**config.mk**
```make
export PLATFORM = sky130hd
export DESIGN_NAME = if_fetch_stage
export DESIGN_NICKNAME = d
export VERILOG_FILES = /design/src/rtl/cpu_pkg.sv /design/src/rtl/next_pc_calc.sv /design/src/rtl/if_fetch_stage.sv
export SDC_FILE = /design/constraint.sdc
export NUM_CORES = 1
export LEC_CHECK = 0
export CAP_MARGIN = 15
export CORE_ASPECT_RATIO = 2
export CORE_UTILIZATION = 45
export CTS_CLUSTER_SIZE = 24
export DETAILED_ROUTE_END_ITERATION = 8
export MAX_ROUTING_LAYER = met4
export PLACE_DENSITY = 0.75
export SLEW_MARGIN = 5
export SYNTH_ARGS = -nofsm -noshare
export SYNTH_HDL_FRONTEND = slang
export SYNTH_SLANG_ARGS = --single-unit
```
**constraint.sdc**
```tcl
create_clock -name clock -period 6.4 [get_ports clock]
set_input_delay 1.28 -clock clock [delete_from_list [all_inputs] [get_ports clock]]
set_output_delay 1.28 -clock clock [all_outputs]
set_load 0.01 [all_outputs]
```
**src/rtl/cpu_pkg.sv**
```systemverilog
`default_nettype none
// +------------------------------------------------------------------+
// | cpu_pkg : shared word width, opcodes and fetch-stage state types |
// | Rev 1.0                                                          |
// +------------------------------------------------------------------+
package cpu_pkg;

  localparam int WORD_W = 32;
  localparam logic [WORD_W-1:0] NOP_WORD = 32'h0000_0000;

  localparam logic [5:0] OP_RTYPE = 6'b000000;
  localparam logic [5:0] OP_LW    = 6'b100011;
  localparam logic [5:0] OP_SW    = 6'b101011;
  localparam logic [5:0] OP_BEQ   = 6'b000100;
  localparam logic [5:0] OP_J     = 6'b000010;

  typedef enum logic [0:0] {
    S_REQ  = 1'b0,
    S_HOLD = 1'b1
  } fetch_state_t;

endpackage
`default_nettype wire

```
**src/rtl/next_pc_calc.sv**
```systemverilog
`default_nettype none
// +------------------------------------------------------------------+
// | next_pc_calc : sequential PC+4 or branch/jump redirect target    |
// | Rev 1.0                                                          |
// +------------------------------------------------------------------+
module next_pc_calc
  import cpu_pkg::*;
(
  input  logic [WORD_W-1:0] i_pc,
  input  logic              i_branch_taken,
  input  logic [WORD_W-1:0] i_branch_pc4,
  input  logic [15:0]       i_branch_offset,
  input  logic              i_jump,
  input  logic [25:0]       i_jump_field,
  output logic [WORD_W-1:0] o_next_pc,
  output logic              o_redirect
);

  logic [WORD_W-1:0] w_br_disp;
  logic [WORD_W-1:0] w_br_target;
  logic [WORD_W-1:0] w_j_target;

  assign w_br_disp   = {{14{i_branch_offset[15]}}, i_branch_offset, 2'b00};
  assign w_br_target = i_branch_pc4 + w_br_disp;
  assign w_j_target  = {i_branch_pc4[31:28], i_jump_field, 2'b00};
  assign o_redirect  = i_branch_taken | i_jump;

  // Branch wins when both are flagged in the same cycle.
  always_comb begin
    o_next_pc = i_pc + 32'd4;
    if (i_branch_taken) begin
      o_next_pc = w_br_target;
    end else if (i_jump) begin
      o_next_pc = w_j_target;
    end
  end

endmodule
`default_nettype wire

```
**src/rtl/if_fetch_stage.sv**
```systemverilog
`default_nettype none
// +------------------------------------------------------------------+
// | if_fetch_stage : PC owner, imem req/ack handshake, IF/ID feeder  |
// | Rev 1.0                                                          |
// +------------------------------------------------------------------+
module if_fetch_stage #(
  parameter logic [31:0] RESET_PC = 32'h0000_0000,
  parameter logic [31:0] NOP_WORD = 32'h0000_0000
) (
  input  logic        clock,
  input  logic        reset,
  input  logic        stall,
  input  logic        branch_taken,
  input  logic [31:0] branch_pc4,
  input  logic [15:0] branch_offset,
  input  logic        jump,
  input  logic [25:0] jump_field,
  output logic        imem_req,
  output logic [31:0] imem_addr,
  input  logic [31:0] imem_rdata,
  input  logic        imem_ack,
  output logic [31:0] PC4,
  output logic [31:0] instrucao,
  output logic        fetch_valid
);

  import cpu_pkg::*;

  fetch_state_t      r_state;
  logic [WORD_W-1:0] r_pc;
  logic [WORD_W-1:0] r_req_addr;
  logic              r_drop;
  logic              r_outst;

  logic              w_req;
  logic              w_ack;
  logic              w_capture;
  logic              w_redirect;
  logic [WORD_W-1:0] w_next_pc;

  next_pc_calc u_next_pc (
    .i_pc           (r_pc),
    .i_branch_taken (branch_taken),
    .i_branch_pc4   (branch_pc4),
    .i_branch_offset(branch_offset),
    .i_jump         (jump),
    .i_jump_field   (jump_field),
    .o_next_pc      (w_next_pc),
    .o_redirect     (w_redirect)
  );

  // An outstanding request must stay up until acked, even under stall.
  assign w_req     = (r_state == S_REQ) && !reset && (r_outst || !stall);
  assign imem_req  = w_req;
  assign imem_addr = r_drop ? r_req_addr : r_pc;
  assign w_ack     = w_req && imem_ack;
  assign w_capture = w_ack && !r_drop && !w_redirect;

  always_ff @(posedge clock) begin
    if (reset) begin
      r_state     <= S_REQ;
      r_pc        <= RESET_PC;
      r_req_addr  <= RESET_PC;
      r_drop      <= 1'b0;
      r_outst     <= 1'b0;
      PC4         <= '0;
      instrucao   <= NOP_WORD;
      fetch_valid <= 1'b0;
    end else begin
      fetch_valid <= w_capture;
      if (w_capture) begin
        instrucao <= imem_rdata;
        PC4       <= w_next_pc;
      end
      if (w_redirect || w_capture) begin
        r_pc <= w_next_pc;
      end
      if (w_req) begin
        r_req_addr <= imem_addr;
      end
      r_outst <= w_req && !imem_ack;

      // A redirect under an unacked request leaves its response to be discarded.
      if (w_ack) begin
        r_drop <= 1'b0;
      end else if (w_redirect && w_req) begin
        r_drop <= 1'b1;
      end

      case (r_state)
        S_REQ:   if (stall && !(w_req && !imem_ack)) r_state <= S_HOLD;
        S_HOLD:  if (!stall) r_state <= S_REQ;
        default: r_state <= S_REQ;
      endcase
    end
  end

endmodule
`default_nettype wire

```
==> results of run 1 <==
[power breakdown]
part           internal [uW]  leakage, uW  switching, uW
Sequential               863      0.00108           51.2
Clock                    589     0.000278            380
Combinational            271      0.00266            274
[area by class of cell]
cell class / instances / area, sq um / area share (%)
clock inverter: 13 / 150 / 1.42
tap: 210 / 263 / 2.48
multi-input combinational: 743 / 4870 / 46.0
clock buffer: 19 / 443 / 4.18
timing repair buffer: 217 / 2160 / 20.4
sequential: 132 / 2640 / 24.9
inverter: 18 / 67.6 / 0.638
[registers in the layout, indices dropped and copies added, names as in the netlist]
| register | flops |
|---|---|
| r_pc | 32 |
| instrucao | 32 |
| r_drop | 1 |
| r_outst | 1 |
| fetch_valid | 1 |
| r_state | 1 |
| PC4 | 32 |
| r_req_addr | 32 |
[critical path: cells and delay by family]
family / cells / cell delay (ps)
buf+inv: 2 / 1000
compound gates: 1 / 570
simple gates: 1 / 230
[logic make-up (layout without fill, tap and decap cells)]
family          Yosys count  in the layout  share of synthesized area (%)
xor+xnor                 56             56                           6.20
buf+inv                  81            267                           5.22
flops                   132            132                           33.4
fa+ha+maj                31             31                           5.00
simple gates            349            349                           21.0
compound gates          223            223                           18.2
mux                      84             84                           11.1
[synthesized netlist by cell type, drive strengths merged (8+ instances only)]
library cell    n
dfxtp         132
nand2         126
nor2          114
a21oi          86
mux2i          55
a211oi         38
o21ai          35
clkbuf         34
xnor2          32
ha             30
buf            29
mux2           29
nand3          27
xor2           24
nor3           21
inv            18
nand4          12
a21o           10
and3            8
or3             8
[stage by stage]
stage	instance area, sq um	util, %
6_report	10600	61.3
5_1_grt	10600	61.3
4_1_cts	10600	61.3
3_5_place_dp	10000	57.9
3_3_place_gp	10000	57.9
2_1_floorplan	7920	-
[how the worst max path moves through the flow]
stage | from | endpoint | slack, ps | cells after the start
6_report | stall | imem_req | 2040 | 4
5_1_grt | stall | imem_req | 1950 | 4
2_1_floorplan | branch_pc4[2] | r_pc[28]$_SDFFE_PP0P_ | 2980 | 9
3_5_place_dp | stall | instrucao[16]$_SDFFE_PP0P_ | 1920 | 8
4_1_cts | stall | imem_req | 2020 | 4
3_3_place_gp | stall | PC4[13]$_SDFFE_PP0P_ | 2030 | 8
[layout by cell type (no fill, tap or decap), types with 10 or more instances in the layout]
cell type / Yosys / routed
o21ai_0: 34 / 34
a21oi_1: 83 / 82
nand4_1: 11 / 11
xor2_1: 24 / 24
nand2_1: 125 / 125
a21o_1: 10 / 10
dfxtp_1: 132 / 132
clkbuf_16: 0 / 17
clkdlybuf4s50_1: 0 / 207
nor3_1: 21 / 21
mux2i_1: 55 / 55
ha_1: 30 / 30
nand3_1: 23 / 23
a211oi_1: 34 / 34
inv_1: 15 / 15
nor2_1: 113 / 113
mux2_2: 29 / 29
xnor2_1: 32 / 32
[per-layer routing]
| layer | share of wire [%] | GRT usage (%) | up-vias |
|---|---|---|---|
| li1 | - | - | 3747 |
| met1 | 38 | 27.7 | 3567 |
| met2 | 53 | 47.1 | 259 |
| met3 | 4.1 | 3.80 | 65 |
| met4 | 5.3 | 15.8 | 0 |
| met5 | 0 | - | - |
==> impl_metrics.ini, run 1 <==
[setup_path]
cpPeakStageDelay_ps = 570
cp.required_ps = 5120
r2r_cells = 8
end_kind = output port
crit_top_cell = clkdlybuf4s50_1
critPathSlowestCell = a21oi_4
timing.rr.start = r_outst$_SDFF_PP0_
r2r_slack_ps = 3320
arrival_ps = 3080
r2r-end = instrucao[16]$_SDFFE_PP0P_
critPathKind = in -> out
crit_chain = clkdlybuf4s50_1 > a21oi_4 > and2_1 > clkdlybuf4s50_1
critPathLaunchType = input port
worst-path-max-fanout = 17

[min_path]
whs_endpoint = instrucao[31]$_SDFFE_PP0P_
hp-class = reg -> reg
hp-start = instrucao[31]$_SDFFE_PP0P_
hold_path_depth = 2

[detailed_routing]
drcViolationCount = 0
dr_total_vias = 7638
drt-pass1-iter-count = 4
drt_iter0_drc = 376
routedWlPerCell_um = 17.2
viasPerCell = 5.65
ant_nets = 0
wl_um = 23300

[floorplanning]
dieArea_sq_um = 18200
placeableCoreArea_sq_um = 17300
fp.dieH_um = 190
start_util_pct = 45.8
fp.dieW_um = 95.8
ios = 210
rows = 68

[timing]
hold_viol = 0
rsz0062_at_grt = no
setup_viol = 0
finalCritPeriodShare_pct = 68.2
fin_skew_ps = 9.53
max_slew.worst_pin.slew_ps = 844
whs_ps = 452
tns_ps = 0
max_freq_mhz = 229
post-route-min-period_ps = 4360
fin_ws_ps = 2040
slew_violations = 0
relSlewSlack_pct = 43.6

[clock_tree]
cts_resized = 0
cts.clk_slew.worst_paths_ps = 60
clock_latency_ps = 420
cts_setup_buffers = 0
htreeDepth = 4
cts_tree = built
cts-root-buf = clkbuf_16
cts_buffer_depth = 2
cts_sinks = 132
cts_buffers = 17
cts_hold_buf = 0

[global_routing]
grt_pass1_vias = 7506
antenna_found_initial = 0
grt_max_degree = 77
grt_overflow = 0
grt_first_pass_wirelength_um = 36700
track_usage_pct = 26.9

[synth]
seq_area_frac_synth_pct = 33.4
synth_cells = 956
synth_area_leaders = dfxtp_1 33%, mux2i_1 7.0%, nand2_1 5.9%
ys_types = 76
synth_nets = 1099
synth_area_sq_um = 7920
ys_ff_latch = 132
netlist.area_leader.share_pct = 33.4
synth_ff_type = dfxtp_1
async_flop_share_pct = 0
synth_edf_count = 0
yosys.area.top_type = dfxtp_1
yosys_warnings = 0
synth.avg_cell_area_sq_um = 8.28

[layout]
fillCellCount = 1537
diodes = 0
drive_gt1_share_pct = 9.02
finish.net_count = 1272
final-instance-count-excl-fill = 1352
area_growth_pct = 33.8

[flow_run]
max_cap_violations = 0

[power]
finalPower_uw = 2430
power.leakage_uw = 0.00402
ir_drop_mv = 0.170
power_density_nw_per_um2 = 229

[status]
run_status = finished clean

[placement]
gp_congestion = 0.894
portBuffers = 209
dp_hpwl_um = 17800
dp.cells = 1320
post-place-ws_ps = 1920
Note: power is estimated with default switching activity, not from simulation.
==> run 2: changes to the inputs <==
- clock period: 6.4 -> 4.4 ns (I/O delays scaled with it)
==> impl_metrics.ini, run 2 (same netlist as run 1, synthesis figures left out) <==
[floorplanning]
dieArea_sq_um = 18200
fp.dieH_um = 190
start_util_pct = 45.8
ios = 210
placeableCoreArea_sq_um = 17300
fp.dieW_um = 95.8
rows = 68

[global_routing]
grt_first_pass_wirelength_um = 38100
grt_overflow = 0
track_usage_pct = 28.4
grt_pass1_vias = 7491
antenna_found_initial = 1
grt_max_degree = 81

[timing]
rsz0062_at_grt = no
hold_viol = 0
finalCritPeriodShare_pct = 82.2
setup_viol = 0
max_slew.worst_pin.slew_ps = 969
whs_ps = 452
relSlewSlack_pct = 35.3
fin_skew_ps = 7.06
tns_ps = 0
slew_violations = 0
max_freq_mhz = 277
post-route-min-period_ps = 3620

[setup_path]
critPathSlowestCell = clkdlybuf4s50_1
crit_chain = clkdlybuf4s50_1 > ha_1 > nand4_1 > nor3_1 > nand4b_1 > nand3_1 > xor2_1 > mux2i_1 > a211oi_1
crit_family = simple AND/OR/NAND/NOR gates
cpPeakStageDelay_ps = 760
path_buf_inv = 1
cp.required_ps = 4730
critPathLaunchType = input port
worst-path-max-fanout = 15
critPathKind = in -> reg
end_kind = flop
arrival_ps = 3950

[placement]
dp_hpwl_um = 18800
gp_congestion = 0.882
portBuffers = 209

[min_path]
hp-class = reg -> reg

[power]
power_density_nw_per_um2 = 328
power.leakage_uw = 0.00403
ir_drop_mv = 0.211

[detailed_routing]
wl_um = 24500
drcViolationCount = 0
drt-pass1-iter-count = 7
routedWlPerCell_um = 18.1
dr_total_vias = 7607
ant_nets = 0
drt_iter0_drc = 455
viasPerCell = 5.60

[status]
run_status = finished clean

[clock_tree]
cts_tree = built
cts_resized = 0
cts_setup_buffers = 0
cts-root-buf = clkbuf_16
cts_buffers = 17
cts_hold_buf = 0
cts.clk_slew.worst_paths_ps = 60
cts_sinks = 132
clock_latency_ps = 420
htreeDepth = 4
cts_buffer_depth = 2

[layout]
final_common_cell = clkdlybuf4s50_1
drive_gt1_share_pct = 9.58
area_growth_pct = 34.0
finish.net_count = 1278
final_cell_mix = 207 x clkdlybuf4s50_1, 132 x dfxtp_1, 125 x nand2_1

[flow_run]
max_cap_violations = 0
==> run 2: cell count changes in the layout (fill, tap and decap cells not counted), sizes merged <==
cell,before,now
buf,10,16
bufinv,2,1
clkbuf,19,17
clkinv,4,5
diode,0,1
inv,21,23
==> run 2: report_power, final <==
| part | internal, uW | total, uW | switching, uW |
|---|---|---|---|
| Combinational | 398 | 811 | 412 |
| Sequential | 1260 | 1330 | 75.3 |
| Clock | 779 | 1330 | 553 |
| Total | 2430 | 3470 | 1040 |
==> run 2: layout make-up <==
class                           instances  area [sq um]
Multi-Input combinational cell        743          4870
Sequential cell                       132          2640
Timing Repair Buffer                  223          2200
Antenna cell                            1          2.50
Inverter                               18          67.6
Fill cell                            1537          6670
Clock buffer                           17           425
Clock inverter                         15           129
Tap cell                              210           263
==> run 2: metrics by stage <==
stage                     util [%]  power, uW  cell area (sq um)  worst slack, ps  instances
final                         61.4       3470              10600              785       1359
after global routing          61.4       3630              10600              576       1359
after CTS                     61.4       3490              10600              778       1358
after detailed placement      58.2       2160              10000              351       1326
after global placement        58.2       2150              10000              385       1326
after floorplan                  -       1820               7920             1380        956
==> run 2: worst paths after layout <==
check	start	to	slack [ps]	cells after the start
max	branch_offset[15]	r_pc[23]$_SDFFE_PP0P_	780	9
min	instrucao[29]$_SDFFE_PP0P_	instrucao[29]$_SDFFE_PP0P_	450	2
max reg2reg	r_drop$_SDFFE_PP0P_	r_pc[8]$_SDFFE_PP0P_	1810	7
min reg2reg	instrucao[29]$_SDFFE_PP0P_	instrucao[29]$_SDFFE_PP0P_	450	2
==> run 2: routing by layer <==
layer  global-route usage, %  routed length, um
met5                       -                  0
met4                    14.0                981
met3                    3.96                977
met2                    50.7              13200
met1                    29.5               9380
==> run 2: worst min-delay path, cell delays in order (launching register included) <==
cell and delay, ps:
dfxtp_1 300, nand2_1 50, a21oi_1 50
==> run 3: changes to the inputs <==
- clock period: 4.4 -> 3.6 ns (I/O delays scaled with it)
==> impl_metrics.ini, run 3 (same netlist as run 1, synthesis figures left out) <==
[status]
run_status = finished clean

[placement]
dp_hpwl_um = 17900
portBuffers = 209
gp_congestion = 0.951

[detailed_routing]
dr_total_vias = 7737
wl_um = 23700
viasPerCell = 5.65
drcViolationCount = 0
routedWlPerCell_um = 17.3
drt-pass1-iter-count = 5
drt_iter0_drc = 389
ant_nets = 0

[clock_tree]
cts.clk_slew.worst_paths_ps = 60
cts-root-buf = clkbuf_16
cts_setup_buffers = 0
cts_buffers = 17
cts_resized = 0
cts_tree = built
cts_sinks = 132
htreeDepth = 4
cts_buffer_depth = 2
clock_latency_ps = 420
cts_hold_buf = 0

[setup_path]
end_kind = flop
critPathLaunchType = input port
critPathKind = in -> reg
worst-path-max-fanout = 3
timing.rr.start = r_pc[2]$_SDFFE_PP0P_
cp.required_ps = 3910
cp-startpoint = branch_pc4[2]
arrival_ps = 3350

[floorplanning]
fp.dieW_um = 95.8
start_util_pct = 45.8
dieArea_sq_um = 18200
fp.dieH_um = 190
placeableCoreArea_sq_um = 17300
ios = 210
rows = 68

[timing]
hold_viol = 0
finalCritPeriodShare_pct = 84.5
rsz0062_at_grt = no
max_slew.worst_pin.slew_ps = 867
post-route-min-period_ps = 3040
relSlewSlack_pct = 42.2
fin_skew_ps = 12.8
tns_ps = 0
slew_violations = 0
max_freq_mhz = 329
whs_ps = 451
setup_viol = 0

[flow_run]
max_cap_violations = 0

[global_routing]
antenna_found_initial = 1
track_usage_pct = 27.3
grt_max_degree = 84
grt_overflow = 0
grt_first_pass_wirelength_um = 37100
grt_pass1_vias = 7399

[layout]
area_growth_pct = 35.4
fillCellCount = 1554
finish.net_count = 1289
final_common_cell = clkdlybuf4s50_1
final_cell_mix = 207 x clkdlybuf4s50_1, 132 x dfxtp_1, 125 x nand2_1
drive_gt1_share_pct = 10.4

[min_path]
hp-class = reg -> reg
hp-start = instrucao[9]$_SDFFE_PP0P_

[power]
ir_drop_mv = 0.254
power_density_nw_per_um2 = 407
power.leakage_uw = 0.00410
-- run 3: cell types whose count changed in the layout (fill, tap and decap cells not counted), sizes merged --
cell | before | now
bufinv | 1 | 2
clkbuf | 17 | 20
buf | 16 | 27
clkinv | 5 | 1
-- run 3: critical path, stage by stage --
cell	delay, ps
clkdlybuf4s50_1	420
ha_1	250
fa_1	390
a21o_1	200
a22o_1	240
a211oi_2	180
buf_4	160
o31a_1	220
nor2_1	80
o31a_1	240
a211o_1	260
-- run 3: worst paths after layout --
| path | to | slack, ps | depth (start not counted) |
|---|---|---|---|
| worst max-delay path | r_pc[28]$_SDFFE_PP0P_ | 560 | 11 |
| worst max register to register | r_pc[28]$_SDFFE_PP0P_ | 1170 | 8 |
| worst min register to register | instrucao[9]$_SDFFE_PP0P_ | 450 | 2 |
| worst min-delay path | instrucao[9]$_SDFFE_PP0P_ | 450 | 2 |
-- run 3: per-stage QoR --
stage | instances | power [uW] | cell area (sq um) | setup slack, ps | util, %
CTS | 1369 | 4380 | 10700 | 583 | 62.0
global placement | 1337 | 2630 | 10100 | 164 | 58.6
detailed placement | 1337 | 2630 | 10100 | 151 | 58.6
finish | 1370 | 4370 | 10700 | 556 | 62.1
floorplan | 956 | 2230 | 7920 | 742 | -
global route | 1370 | 4550 | 10700 | 421 | 62.1
-- run 3: power breakdown --
| group | leakage, uW | switching, uW | internal, uW |
|---|---|---|---|
| combinational | 0.00274 | 503 | 497 |
| clock | 0.000281 | 682 | 1070 |
| sequential | 0.00108 | 83.5 | 1530 |
| total | 0.00410 | 1270 | 3100 |
-- run 3: final cells by class --
class	instances	area, sq um	area share [%]
Antenna cell	1	2.50	0.0233
Tap cell	210	263	2.45
Timing Repair Buffer	234	2270	21.2
Clock inverter	12	143	1.33
Multi-Input combinational cell	743	4870	45.4
Sequential cell	132	2640	24.7
Inverter	18	67.6	0.630
Clock buffer	20	457	4.26
-- run 3: routing by layer --
layer	global-route usage [%]	wire (um)	vias to the layer above
li1	-	-	3771
met1	29.2	9070	3602
met2	46.5	12300	281
met3	4.40	1040	83
met4	15.6	1320	0
met5	-	0	-
